[src/rtl/cntr_rmw_2p_if.sv]
// rtl/cntr_rmw_2p_if.sv - request/update and memory-atom bus of the two-port counter engine
interface cntr_rmw_2p_if #(
  parameter int BITADDR = 3,
  parameter int BITCNTR = 8
);
  logic               ready;
  logic               incr_0;
  logic               incr_1;
  logic [BITADDR-1:0] incr_adr_0;
  logic [BITADDR-1:0] incr_adr_1;
  logic [BITCNTR-1:0] incr_val_0;
  logic [BITCNTR-1:0] incr_val_1;
  logic               upd_vld_0;
  logic               upd_vld_1;
  logic [BITCNTR-1:0] upd_cnt_0;
  logic [BITCNTR-1:0] upd_cnt_1;
  logic               mem_ready;
  logic               mem_read_0;
  logic               mem_read_1;
  logic [BITADDR-1:0] mem_rd_adr_0;
  logic [BITADDR-1:0] mem_rd_adr_1;
  logic [BITCNTR-1:0] mem_rd_dout_0;
  logic [BITCNTR-1:0] mem_rd_dout_1;
  logic               mem_write_2;
  logic               mem_write_3;
  logic [BITADDR-1:0] mem_wr_adr_2;
  logic [BITADDR-1:0] mem_wr_adr_3;
  logic [BITCNTR-1:0] mem_wr_din_2;
  logic [BITCNTR-1:0] mem_wr_din_3;

  modport slave (
    output ready,
    input  incr_0, incr_1, incr_adr_0, incr_adr_1, incr_val_0, incr_val_1,
    output upd_vld_0, upd_vld_1, upd_cnt_0, upd_cnt_1,
    input  mem_ready, mem_rd_dout_0, mem_rd_dout_1,
    output mem_read_0, mem_read_1, mem_rd_adr_0, mem_rd_adr_1,
    output mem_write_2, mem_write_3, mem_wr_adr_2, mem_wr_adr_3,
    output mem_wr_din_2, mem_wr_din_3
  );

  modport master (
    input  ready,
    output incr_0, incr_1, incr_adr_0, incr_adr_1, incr_val_0, incr_val_1,
    input  upd_vld_0, upd_vld_1, upd_cnt_0, upd_cnt_1,
    output mem_ready, mem_rd_dout_0, mem_rd_dout_1,
    input  mem_read_0, mem_read_1, mem_rd_adr_0, mem_rd_adr_1,
    input  mem_write_2, mem_write_3, mem_wr_adr_2, mem_wr_adr_3,
    input  mem_wr_din_2, mem_wr_din_3
  );
endinterface

[src/rtl/cntr_rmw_2p.sv]
// rtl/cntr_rmw_2p.sv - two-port read-modify-write counter engine with write-back forwarding
// Optional feature macro: CNTR_RMW_SATURATE_EN (clamp additions instead of wrapping).
module cntr_rmw_2p #(
  parameter int NUMADDR    = 8,
  parameter int BITADDR    = 3,
  parameter int BITCNTR    = 8,
  parameter int SRAM_DELAY = 0
) (
  input logic          clk,
  input logic          rst,
  cntr_rmw_2p_if.slave bus
);

  if (NUMADDR > (1 << BITADDR)) begin : g_numaddr_check
    $error("cntr_rmw_2p: NUMADDR does not fit in BITADDR");
  end

  function automatic logic [BITCNTR-1:0] cnt_add(input logic [BITCNTR-1:0] a,
                                                 input logic [BITCNTR-1:0] b);
`ifdef CNTR_RMW_SATURATE_EN
    logic [BITCNTR:0] sum;
    sum = {1'b0, a} + {1'b0, b};
    return sum[BITCNTR] ? {BITCNTR{1'b1}} : sum[BITCNTR-1:0];
`else
    return a + b;
`endif
  endfunction

  logic                    rdy;
  logic [1:0]              acc;
  logic [1:0][BITADDR-1:0] acc_adr;
  logic [1:0][BITCNTR-1:0] acc_val;
  logic [1:0]              c_vld;
  logic [1:0][BITADDR-1:0] c_adr;
  logic [1:0][BITCNTR-1:0] c_val;
  logic [1:0][BITCNTR-1:0] rd_dout;
  logic [1:0][BITCNTR-1:0] base;
  logic [BITCNTR-1:0]      new_0;
  logic [BITCNTR-1:0]      new_1;
  logic                    collide;

  assign rdy       = !rst && bus.mem_ready;
  assign bus.ready = rdy;

  assign acc     = {bus.incr_1, bus.incr_0} & {2{rdy}};
  assign acc_adr = {bus.incr_adr_1, bus.incr_adr_0};
  assign acc_val = {bus.incr_val_1, bus.incr_val_0};
  assign rd_dout = {bus.mem_rd_dout_1, bus.mem_rd_dout_0};

  assign bus.mem_read_0   = acc[0];
  assign bus.mem_read_1   = acc[1];
  assign bus.mem_rd_adr_0 = bus.incr_adr_0;
  assign bus.mem_rd_adr_1 = bus.incr_adr_1;

  // Request delay line matched to the atom read latency.
  if (SRAM_DELAY == 0) begin : g_nopipe
    assign c_vld = acc;
    assign c_adr = acc_adr;
    assign c_val = acc_val;
  end else begin : g_pipe
    logic [SRAM_DELAY-1:0][1:0]              p_vld;
    logic [SRAM_DELAY-1:0][1:0][BITADDR-1:0] p_adr;
    logic [SRAM_DELAY-1:0][1:0][BITCNTR-1:0] p_val;

    always_ff @(posedge clk) begin
      if (rst) begin
        p_vld <= '0;
      end else begin
        for (int i = SRAM_DELAY - 1; i > 0; i--) begin
          p_vld[i] <= p_vld[i-1];
          p_adr[i] <= p_adr[i-1];
          p_val[i] <= p_val[i-1];
        end
        p_vld[0] <= acc;
        p_adr[0] <= acc_adr;
        p_val[0] <= acc_val;
      end
    end

    assign c_vld = p_vld[SRAM_DELAY-1];
    assign c_adr = p_adr[SRAM_DELAY-1];
    assign c_val = p_val[SRAM_DELAY-1];
  end

  // The write being driven now is not yet in the atom; port 1's is the newer value.
  always_comb begin
    base = rd_dout;
    for (int k = 0; k < 2; k++) begin
      if (bus.mem_write_3 && (bus.mem_wr_adr_3 == c_adr[k])) begin
        base[k] = bus.mem_wr_din_3;
      end else if (bus.mem_write_2 && (bus.mem_wr_adr_2 == c_adr[k])) begin
        base[k] = bus.mem_wr_din_2;
      end
    end
    collide = c_vld[0] && c_vld[1] && (c_adr[0] == c_adr[1]);
    new_0   = cnt_add(base[0], c_val[0]);
    new_1   = cnt_add(collide ? new_0 : base[1], c_val[1]);
  end

  always_ff @(posedge clk) begin
    if (rst) begin
      bus.upd_vld_0    <= 1'b0;
      bus.upd_vld_1    <= 1'b0;
      bus.upd_cnt_0    <= '0;
      bus.upd_cnt_1    <= '0;
      bus.mem_write_2  <= 1'b0;
      bus.mem_write_3  <= 1'b0;
      bus.mem_wr_adr_2 <= '0;
      bus.mem_wr_adr_3 <= '0;
      bus.mem_wr_din_2 <= '0;
      bus.mem_wr_din_3 <= '0;
    end else begin
      bus.upd_vld_0   <= c_vld[0];
      bus.upd_vld_1   <= c_vld[1];
      bus.mem_write_2 <= c_vld[0] && !collide;
      bus.mem_write_3 <= c_vld[1];
      if (c_vld[0]) begin
        bus.upd_cnt_0    <= new_0;
        bus.mem_wr_adr_2 <= c_adr[0];
        bus.mem_wr_din_2 <= new_0;
      end
      if (c_vld[1]) begin
        bus.upd_cnt_1    <= new_1;
        bus.mem_wr_adr_3 <= c_adr[1];
        bus.mem_wr_din_3 <= new_1;
      end
    end
  end

endmodule

[src/flat_wrapper.sv]
// flat-port wrapper written by rule: the top's interface ports become plain ports
module cntr_rmw_2p_flat 
#(
  parameter int NUMADDR    = 8,
  parameter int BITADDR    = 3,
  parameter int BITCNTR    = 8,
  parameter int SRAM_DELAY = 0
)
  (clk, rst, bus_ready, bus_incr_0, bus_incr_1, bus_incr_adr_0, bus_incr_adr_1, bus_incr_val_0, bus_incr_val_1, bus_upd_vld_0, bus_upd_vld_1, bus_upd_cnt_0, bus_upd_cnt_1, bus_mem_ready, bus_mem_rd_dout_0, bus_mem_rd_dout_1, bus_mem_read_0, bus_mem_read_1, bus_mem_rd_adr_0, bus_mem_rd_adr_1, bus_mem_write_2, bus_mem_write_3, bus_mem_wr_adr_2, bus_mem_wr_adr_3, bus_mem_wr_din_2, bus_mem_wr_din_3);
  cntr_rmw_2p_if #(.BITADDR(BITADDR), .BITCNTR(BITCNTR)) bus_i ();
  input logic clk;
  input logic rst;
  output wire logic [$bits(bus_i.ready)-1:0] bus_ready;
  input wire logic [$bits(bus_i.incr_0)-1:0] bus_incr_0;
  input wire logic [$bits(bus_i.incr_1)-1:0] bus_incr_1;
  input wire logic [$bits(bus_i.incr_adr_0)-1:0] bus_incr_adr_0;
  input wire logic [$bits(bus_i.incr_adr_1)-1:0] bus_incr_adr_1;
  input wire logic [$bits(bus_i.incr_val_0)-1:0] bus_incr_val_0;
  input wire logic [$bits(bus_i.incr_val_1)-1:0] bus_incr_val_1;
  output wire logic [$bits(bus_i.upd_vld_0)-1:0] bus_upd_vld_0;
  output wire logic [$bits(bus_i.upd_vld_1)-1:0] bus_upd_vld_1;
  output wire logic [$bits(bus_i.upd_cnt_0)-1:0] bus_upd_cnt_0;
  output wire logic [$bits(bus_i.upd_cnt_1)-1:0] bus_upd_cnt_1;
  input wire logic [$bits(bus_i.mem_ready)-1:0] bus_mem_ready;
  input wire logic [$bits(bus_i.mem_rd_dout_0)-1:0] bus_mem_rd_dout_0;
  input wire logic [$bits(bus_i.mem_rd_dout_1)-1:0] bus_mem_rd_dout_1;
  output wire logic [$bits(bus_i.mem_read_0)-1:0] bus_mem_read_0;
  output wire logic [$bits(bus_i.mem_read_1)-1:0] bus_mem_read_1;
  output wire logic [$bits(bus_i.mem_rd_adr_0)-1:0] bus_mem_rd_adr_0;
  output wire logic [$bits(bus_i.mem_rd_adr_1)-1:0] bus_mem_rd_adr_1;
  output wire logic [$bits(bus_i.mem_write_2)-1:0] bus_mem_write_2;
  output wire logic [$bits(bus_i.mem_write_3)-1:0] bus_mem_write_3;
  output wire logic [$bits(bus_i.mem_wr_adr_2)-1:0] bus_mem_wr_adr_2;
  output wire logic [$bits(bus_i.mem_wr_adr_3)-1:0] bus_mem_wr_adr_3;
  output wire logic [$bits(bus_i.mem_wr_din_2)-1:0] bus_mem_wr_din_2;
  output wire logic [$bits(bus_i.mem_wr_din_3)-1:0] bus_mem_wr_din_3;
  assign bus_ready = bus_i.ready;
  assign bus_i.incr_0 = bus_incr_0;
  assign bus_i.incr_1 = bus_incr_1;
  assign bus_i.incr_adr_0 = bus_incr_adr_0;
  assign bus_i.incr_adr_1 = bus_incr_adr_1;
  assign bus_i.incr_val_0 = bus_incr_val_0;
  assign bus_i.incr_val_1 = bus_incr_val_1;
  assign bus_upd_vld_0 = bus_i.upd_vld_0;
  assign bus_upd_vld_1 = bus_i.upd_vld_1;
  assign bus_upd_cnt_0 = bus_i.upd_cnt_0;
  assign bus_upd_cnt_1 = bus_i.upd_cnt_1;
  assign bus_i.mem_ready = bus_mem_ready;
  assign bus_i.mem_rd_dout_0 = bus_mem_rd_dout_0;
  assign bus_i.mem_rd_dout_1 = bus_mem_rd_dout_1;
  assign bus_mem_read_0 = bus_i.mem_read_0;
  assign bus_mem_read_1 = bus_i.mem_read_1;
  assign bus_mem_rd_adr_0 = bus_i.mem_rd_adr_0;
  assign bus_mem_rd_adr_1 = bus_i.mem_rd_adr_1;
  assign bus_mem_write_2 = bus_i.mem_write_2;
  assign bus_mem_write_3 = bus_i.mem_write_3;
  assign bus_mem_wr_adr_2 = bus_i.mem_wr_adr_2;
  assign bus_mem_wr_adr_3 = bus_i.mem_wr_adr_3;
  assign bus_mem_wr_din_2 = bus_i.mem_wr_din_2;
  assign bus_mem_wr_din_3 = bus_i.mem_wr_din_3;
  cntr_rmw_2p #(.NUMADDR(NUMADDR), .BITADDR(BITADDR), .BITCNTR(BITCNTR), .SRAM_DELAY(SRAM_DELAY)) u_core (.clk(clk), .rst(rst), .bus(bus_i));
endmodule
[config.mk]
export PLATFORM = sky130hd
export DESIGN_NAME = cntr_rmw_2p_flat
export DESIGN_NICKNAME = d
export VERILOG_FILES = /design/src/rtl/cntr_rmw_2p_if.sv /design/src/rtl/cntr_rmw_2p.sv /design/src/flat_wrapper.sv
export SDC_FILE = /design/constraint.sdc
export NUM_CORES = 1
export LEC_CHECK = 0
export ABC_AREA = 1
export ABC_CLOCK_PERIOD_IN_PS = 7000
export BUFFER_PORTS_ARGS = -buffer_cell sky130_fd_sc_hd__buf_2
export CORE_MARGIN = 2
export CORE_UTILIZATION = 52
export CTS_CLUSTER_SIZE = 28
export DETAILED_ROUTE_END_ITERATION = 8
export PLACE_DENSITY = 0.85
export SYNTH_ARGS = -nofsm -noshare
export SYNTH_HDL_FRONTEND = slang
export SYNTH_SLANG_ARGS = --single-unit
[constraint.sdc]
create_clock -name clk -period 7 [get_ports clk]
set_input_delay 1.05 -clock clk [delete_from_list [all_inputs] [get_ports clk]]
set_output_delay 1.05 -clock clk [all_outputs]
set_load 0.02 [all_outputs]
==> results.json, run 1 <==
{
  "status": "finished clean",
  "die_h_um": 71.7,
  "pre_cts_ws_ns": 2.12,
  "multi_input_area_sq_mm": 0.00145,
  "dp.cells": 467,
  "setup.worst_path.start": "bus_incr_adr_0[0]",
  "cp_common_cell": "nand2_1",
  "ir_worst_vdd_uv": 121,
  "grt_pass1_wl_um": 10200,
  "synth_warnings": 0,
  "clk_latency_ns": 0.28,
  "nFillCells": 433,
  "setup-tns-final_ns": 0,
  "cts_tree": "yes",
  "synth-seq-cells": 25,
  "cp-start-kind": "input port",
  "clk_path_buf_depth": 2,
  "r2r-start": "u_core.bus.mem_wr_adr_2[0]",
  "drv_cap": 0,
  "fin_ws_ns": 2.38,
  "yosysSeqAreaShare_pct": 21.0,
  "dp_hpwl_um": 5170,
  "top_layer": "met4",
  "final_nets": 480,
  "stdcell_count": 471,
  "h-tree-depth": 1,
  "grt_max_degree": 20,
  "worstHoldPathType": "reg2reg",
  "drive_gt1_share_pct": 30.5,
  "crit_type": "in2reg",
  "cts_buffers": 3,
  "p_leak_nw": 1.46,
  "antenna_cells": 0,
  "period_minus_slack_ns": 4.62,
  "m1WireLength_um": 2570,
  "start_util_pct": 54.4,
  "ys_types": 38,
  "ctsHoldBuffers": 0,
  "gr-total-overflow": 0,
  "r2r_end": "u_core.bus.mem_wr_din_3[7]",
  "portBuffers": 93,
  "drc": 0,
  "slew_headroom_pct": 65.3,
  "cp_max_fo": 11,
  "core_sq_mm": 0.00438,
  "critPathSlowestCell": "fa_1",
  "pin_count": 94,
  "dr.first_iter.drc_count": 79,
  "slew_viol_final": 0,
  "final_hold_viol_count": 0,
  "avgRoutedWirePerCell_um": 13.5,
  "finalSetupViolCount": 0,
  "routed_wl_um": 6350,
  "r2r_slack_ns": 2.77,
  "viasPerCell": 5.42,
  "cts_setup_buffers": 0,
  "cts_sinks": 25,
  "synth_top_area_cell": "dfxtp_1",
  "place.gp.congestion": 0.886,
  "wl_met3_um": 513,
  "rsz0062_at_grt": "false",
  "grt_pass1_vias": 2266,
  "power_density_mw_per_mm2": 153,
  "post_cts_resized": 0,
  "synth_top_area_share_pct": 21.0,
  "final_cell_mix": "buf_2, nand2_1, o21ai_0",
  "timing.critical_path.to": "u_core.bus.mem_wr_din_3[7]",
  "grt_antenna_before_repair": 0,
  "postSynthAreaPerCell_sq_um": 6.75,
  "regArea_sq_um": 500,
  "vias": 2554,
  "row_count": 24,
  "drtPass1Iterations": 4,
  "synthCells": 353,
  "cts_root_buf": "clkbuf_8",
  "synthTopCellsByArea": "dfxtp_1, o21ai_0, nand2_1, ha_1, buf_4",
  "grt_use_total_pct": 24.6,
  "worst_path_largest_cell_delay_ns": 0.39,
  "synthesis.area_sq_mm": 0.00238,
  "r2r_cells": 28,
  "endpoint_kind": "register",
  "die_area_sq_mm": 0.00514,
  "worst_hold_slack_ns": 0.524,
  "layout_commonest_cell": "buf_2",
  "wl_met2_um": 3170,
  "syn_to_final_growth_pct": 15.0,
  "required_ns": 7.22,
  "finalPower_uw": 419,
  "finalCritPeriodShare_pct": 66.1,
  "max_freq_mhz": 216,
  "syn-num-nets": 413,
  "die_w_um": 71.7,
  "skew_ns": 0.00220,
  "ant_nets": 0,
  "clkTransAtPathRegs_ns": 0.09,
  "worstMarginPinSlew_ns": 0.517,
  "cp.arrival_ns": 4.84
}
-- layout make-up --
| type | instances | area share [%] |
|---|---|---|
| Sequential cell | 25 | 18.3 |
| Inverter | 53 | 7.67 |
| Clock buffer | 3 | 1.51 |
| Multi-Input combinational cell | 244 | 53.0 |
| Timing Repair Buffer | 93 | 17.0 |
| Tap cell | 52 | 2.37 |
| Clock inverter | 1 | 0.183 |
-- logic make-up (layout without fill, tap and decap cells) --
family                   count (synthesis)  after routing  synth area share [%]
AND/OR/NAND/NOR                        123            123                  25.9
AO/OA/AOI/OAI                           91             91                  20.6
buffers and inverters                   84            150                  18.1
flip-flops                              25             25                  21.0
adder cells (fa/ha/maj)                 17             17                  9.55
XOR/XNOR                                11             11                  4.04
multiplexers                             2              2                 0.840
-- routing by layer --
layer | vias to the layer above | track usage [%]
met5 | - | 0
met1 | 1143 | 29.8
met3 | 12 | 4.78
met4 | 0 | 5.66
met2 | 120 | 44.5
li1 | 1279 | -
-- sequential cells by signal, indices dropped and copies added, names as in the netlist --
signal / count
u_core.bus.mem_wr_din_3: 8
u_core.bus.upd_vld_0: 1
u_core.bus.mem_write_2: 1
u_core.bus.mem_wr_din_2: 8
u_core.bus.upd_vld_1: 1
u_core.bus.mem_wr_adr_2: 3
u_core.bus.mem_wr_adr_3: 3
-- Yosys cell counts (all sizes together) --
library cell,number
dfxtp,25
nand4,1
o21ai,52
a31oi,3
ha,15
a211oi,2
o21a,1
nand3,31
o211ai,2
a21oi,21
nor3,1
nor2,25
nand2,62
inv,49
fa,2
and2,1
or2,2
mux2i,2
o31ai,2
xnor2,7
o22ai,8
xor2,4
clkinv,4
clkbuf,4
buf,27
-- critical path, delay by kind of cell --
kind            cells  cell delay [ns]
simple gates       12             1.17
compound gates      8             1.06
fa+ha+maj           3             0.87
buf+inv             5             0.47
xor+xnor            1             0.20
-- how the worst min path moves through the flow --
stage | startpoint | end | slack, ns | cells past startpoint
3_3_place_gp | u_core.bus.mem_wr_din_2[2] | u_core.bus.mem_wr_din_2[2] | 0.50 | 2
3_5_place_dp | u_core.bus.mem_wr_din_2[2] | u_core.bus.mem_wr_din_2[2] | 0.51 | 2
6_report | u_core.bus.mem_wr_din_3[3] | u_core.bus.mem_wr_din_3[3] | 0.52 | 2
4_1_cts | u_core.bus.mem_wr_din_2[2] | u_core.bus.mem_wr_din_2[2] | 0.52 | 2
2_1_floorplan | u_core.bus.mem_wr_din_2[2] | u_core.bus.mem_wr_din_2[2] | 0.56 | 2
5_1_grt | u_core.bus.mem_wr_din_2[2] | u_core.bus.mem_wr_din_2[2] | 0.54 | 2
-- report_power, final --
part | leakage [nW] | internal (mW) | switching [mW]
logic | 1.23 | 0.0624 | 0.103
clock network | 0.0255 | 0.0400 | 0.0512
registers | 0.205 | 0.152 | 0.0108
-- stage by stage --
step                      area (sq um)  utilization [%]
final                             2740             62.5
after global routing              2740             62.5
after CTS                         2740             62.5
after detailed placement          2690             61.4
after global placement            2690             61.4
after floorplan                   2380                -
No activity file was read; power rests on OpenSTA's default activity.
==> run 2: changes to the inputs <==
- ABC_CLOCK_PERIOD_IN_PS: 7000 -> 4150
- CORE_UTILIZATION: 52 -> 45
- PLACE_DENSITY: 0.85 -> 0.78
- clock period: 7 -> 4.15 ns (I/O delays scaled with it)
==> run 2 against run 1 <==
  * Utilization is 7.4 points lower
  * Sequential power up 69%
  * Combinational power increased by 73%
  * Global-route usage decreased by 3.4 points
  * Clock power increased by 67%
  * Clock skew is 0.0025 ns higher
  * Critical endpoint unchanged
==> results.json, run 2 (synthesis results as in run 1) <==
{
  "critPathSlowestCell": "ha_1",
  "die_w_um": 76.8,
  "grt_antenna_before_repair": 0,
  "cts_setup_buffers": 0,
  "antenna_cells": 0,
  "max_freq_mhz": 262,
  "clk_path_buf_depth": 2,
  "ant_nets": 0,
  "portBuffers": 93,
  "routed_wl_um": 6310,
  "clk_latency_ns": 0.28,
  "cts_tree": "yes",
  "worstMarginPinSlew_ns": 0.569,
  "crit_type": "in2reg",
  "cp_num_buf_inv": 5,
  "status": "finished clean",
  "largestRegisters": "u_core.bus.mem_wr_din_2 x8, u_core.bus.mem_wr_din_3 x8",
  "dp_hpwl_um": 5180,
  "final_nets": 486,
  "grt_pass1_vias": 2277,
  "endpoint_kind": "register",
  "place.gp.congestion": 0.917,
  "start_util_pct": 46.7,
  "cts_sinks": 25,
  "clkTransAtPathRegs_ns": 0.09,
  "finalCritPeriodShare_pct": 91.9,
  "final_cell_mix": "buf_2, nand2_1, o21ai_0",
  "h-tree-depth": 1,
  "drtPass1Iterations": 4,
  "skew_ns": 0.00467,
  "cts_root_buf": "clkbuf_8",
  "cp_max_fo": 6,
  "core_sq_mm": 0.00511,
  "cp.arrival_ns": 4.03,
  "die_h_um": 76.8,
  "final_hold_viol_count": 0,
  "cts_buffers": 3,
  "viasPerCell": 5.12,
  "drv_cap": 0,
  "grt_max_degree": 20,
  "period_minus_slack_ns": 3.81,
  "required_ns": 4.37,
  "placed_area_sq_mm": 0.00276,
  "cpLargestDelayFamily": "simple AND/OR/NAND/NOR gates",
  "drive_gt1_share_pct": 31.8,
  "p_leak_nw": 1.49,
  "cp_common_cell": "nand2_1",
  "worstHoldPathType": "reg2reg",
  "layout_commonest_cell": "buf_2",
  "avgRoutedWirePerCell_um": 12.8,
  "vias": 2534,
  "nFillCells": 526,
  "ir_worst_vdd_uv": 137,
  "syn_to_final_growth_pct": 18.1,
  "power_density_mw_per_mm2": 253,
  "grt_use_total_pct": 21.2,
  "slew_headroom_pct": 61.8,
  "row_count": 26,
  "slew_viol_final": 0,
  "grt_pass1_wl_um": 10300,
  "dr.first_iter.drc_count": 110,
  "cp-start-kind": "input port",
  "die_area_sq_mm": 0.00590,
  "gr-total-overflow": 0,
  "fin_area_sq_mm": 0.00281,
  "setup-tns-final_ns": 0,
  "pin_count": 94,
  "drc": 0,
  "finalSetupViolCount": 0,
  "worst_path_largest_cell_delay_ns": 0.33
}
==> run 2: through the flow <==
step                utilization [%]  hold slack [ns]  setup WS, ns  std cells  power (mW)
finish                         55.1            0.520         0.336        495       0.712
global route                   55.1            0.556      -0.00458        495       0.761
CTS                            54.9            0.526         0.252        495       0.711
detailed placement             54.1            0.509       -0.0182        491       0.561
global placement               54.1            0.504        0.0711        491       0.556
floorplan                         -            0.562         0.183        353       0.485
==> run 2: what timing repair did <==
action | in CTS | in global routing
hold buffers | 0 | 0
resized for setup | 0 | 4
setup endpoints to repair | 0 | 1
==> run 2: final cells by class <==
cell class	instances	area, sq um	share of cell area [%]
Tap cell	70	87.6	3.11
Timing Repair Buffer	99	510	18.1
Inverter	53	210	7.47
Clock buffer	4	45.0	1.60
Sequential cell	25	500	17.8
Multi-Input combinational cell	244	1460	51.9
==> run 2: path summary, 6_finish.rpt <==
check                              from                    endpoint  slack, ns  cells after the start
min reg2reg  u_core.bus.mem_wr_din_2[0]  u_core.bus.mem_wr_din_2[0]       0.52                      2
max reg2reg  u_core.bus.mem_wr_adr_2[0]  u_core.bus.mem_wr_din_3[7]       0.39                     26
max                   bus_incr_adr_0[0]  u_core.bus.mem_wr_din_3[7]       0.34                     27
min          u_core.bus.mem_wr_din_2[0]  u_core.bus.mem_wr_din_2[0]       0.52                      2
==> run 2: per-layer routing <==
layer	wire, um	GRT usage (%)	vias to the layer above
met2	3020	36.8	108
met5	0	0	-
met1	2690	26.5	1127
li1	-	-	1285
met4	155	6.91	0
met3	442	3.41	14
==> run 2: worst register-to-register path, delay by kind of cell (launching register included) <==
kind                     cells  cell delay (ns)
AO/OA/AOI/OAI                6             0.70
XOR/XNOR                     1             0.24
adder cells (fa/ha/maj)      2             0.65
buffers and inverters        4             0.43
flip-flops                   1             0.40
multiplexers                 1             0.12
AND/OR/NAND/NOR             12             1.17
==> run 2: power by group <==
| part | switching, mW | total [mW] | leakage [nW] | internal [mW] |
|---|---|---|---|---|
| combinational | 0.176 | 0.285 | 1.26 | 0.109 |
| sequential | 0.0188 | 0.275 | 0.205 | 0.256 |
| clock | 0.0828 | 0.152 | 0.0228 | 0.0689 |
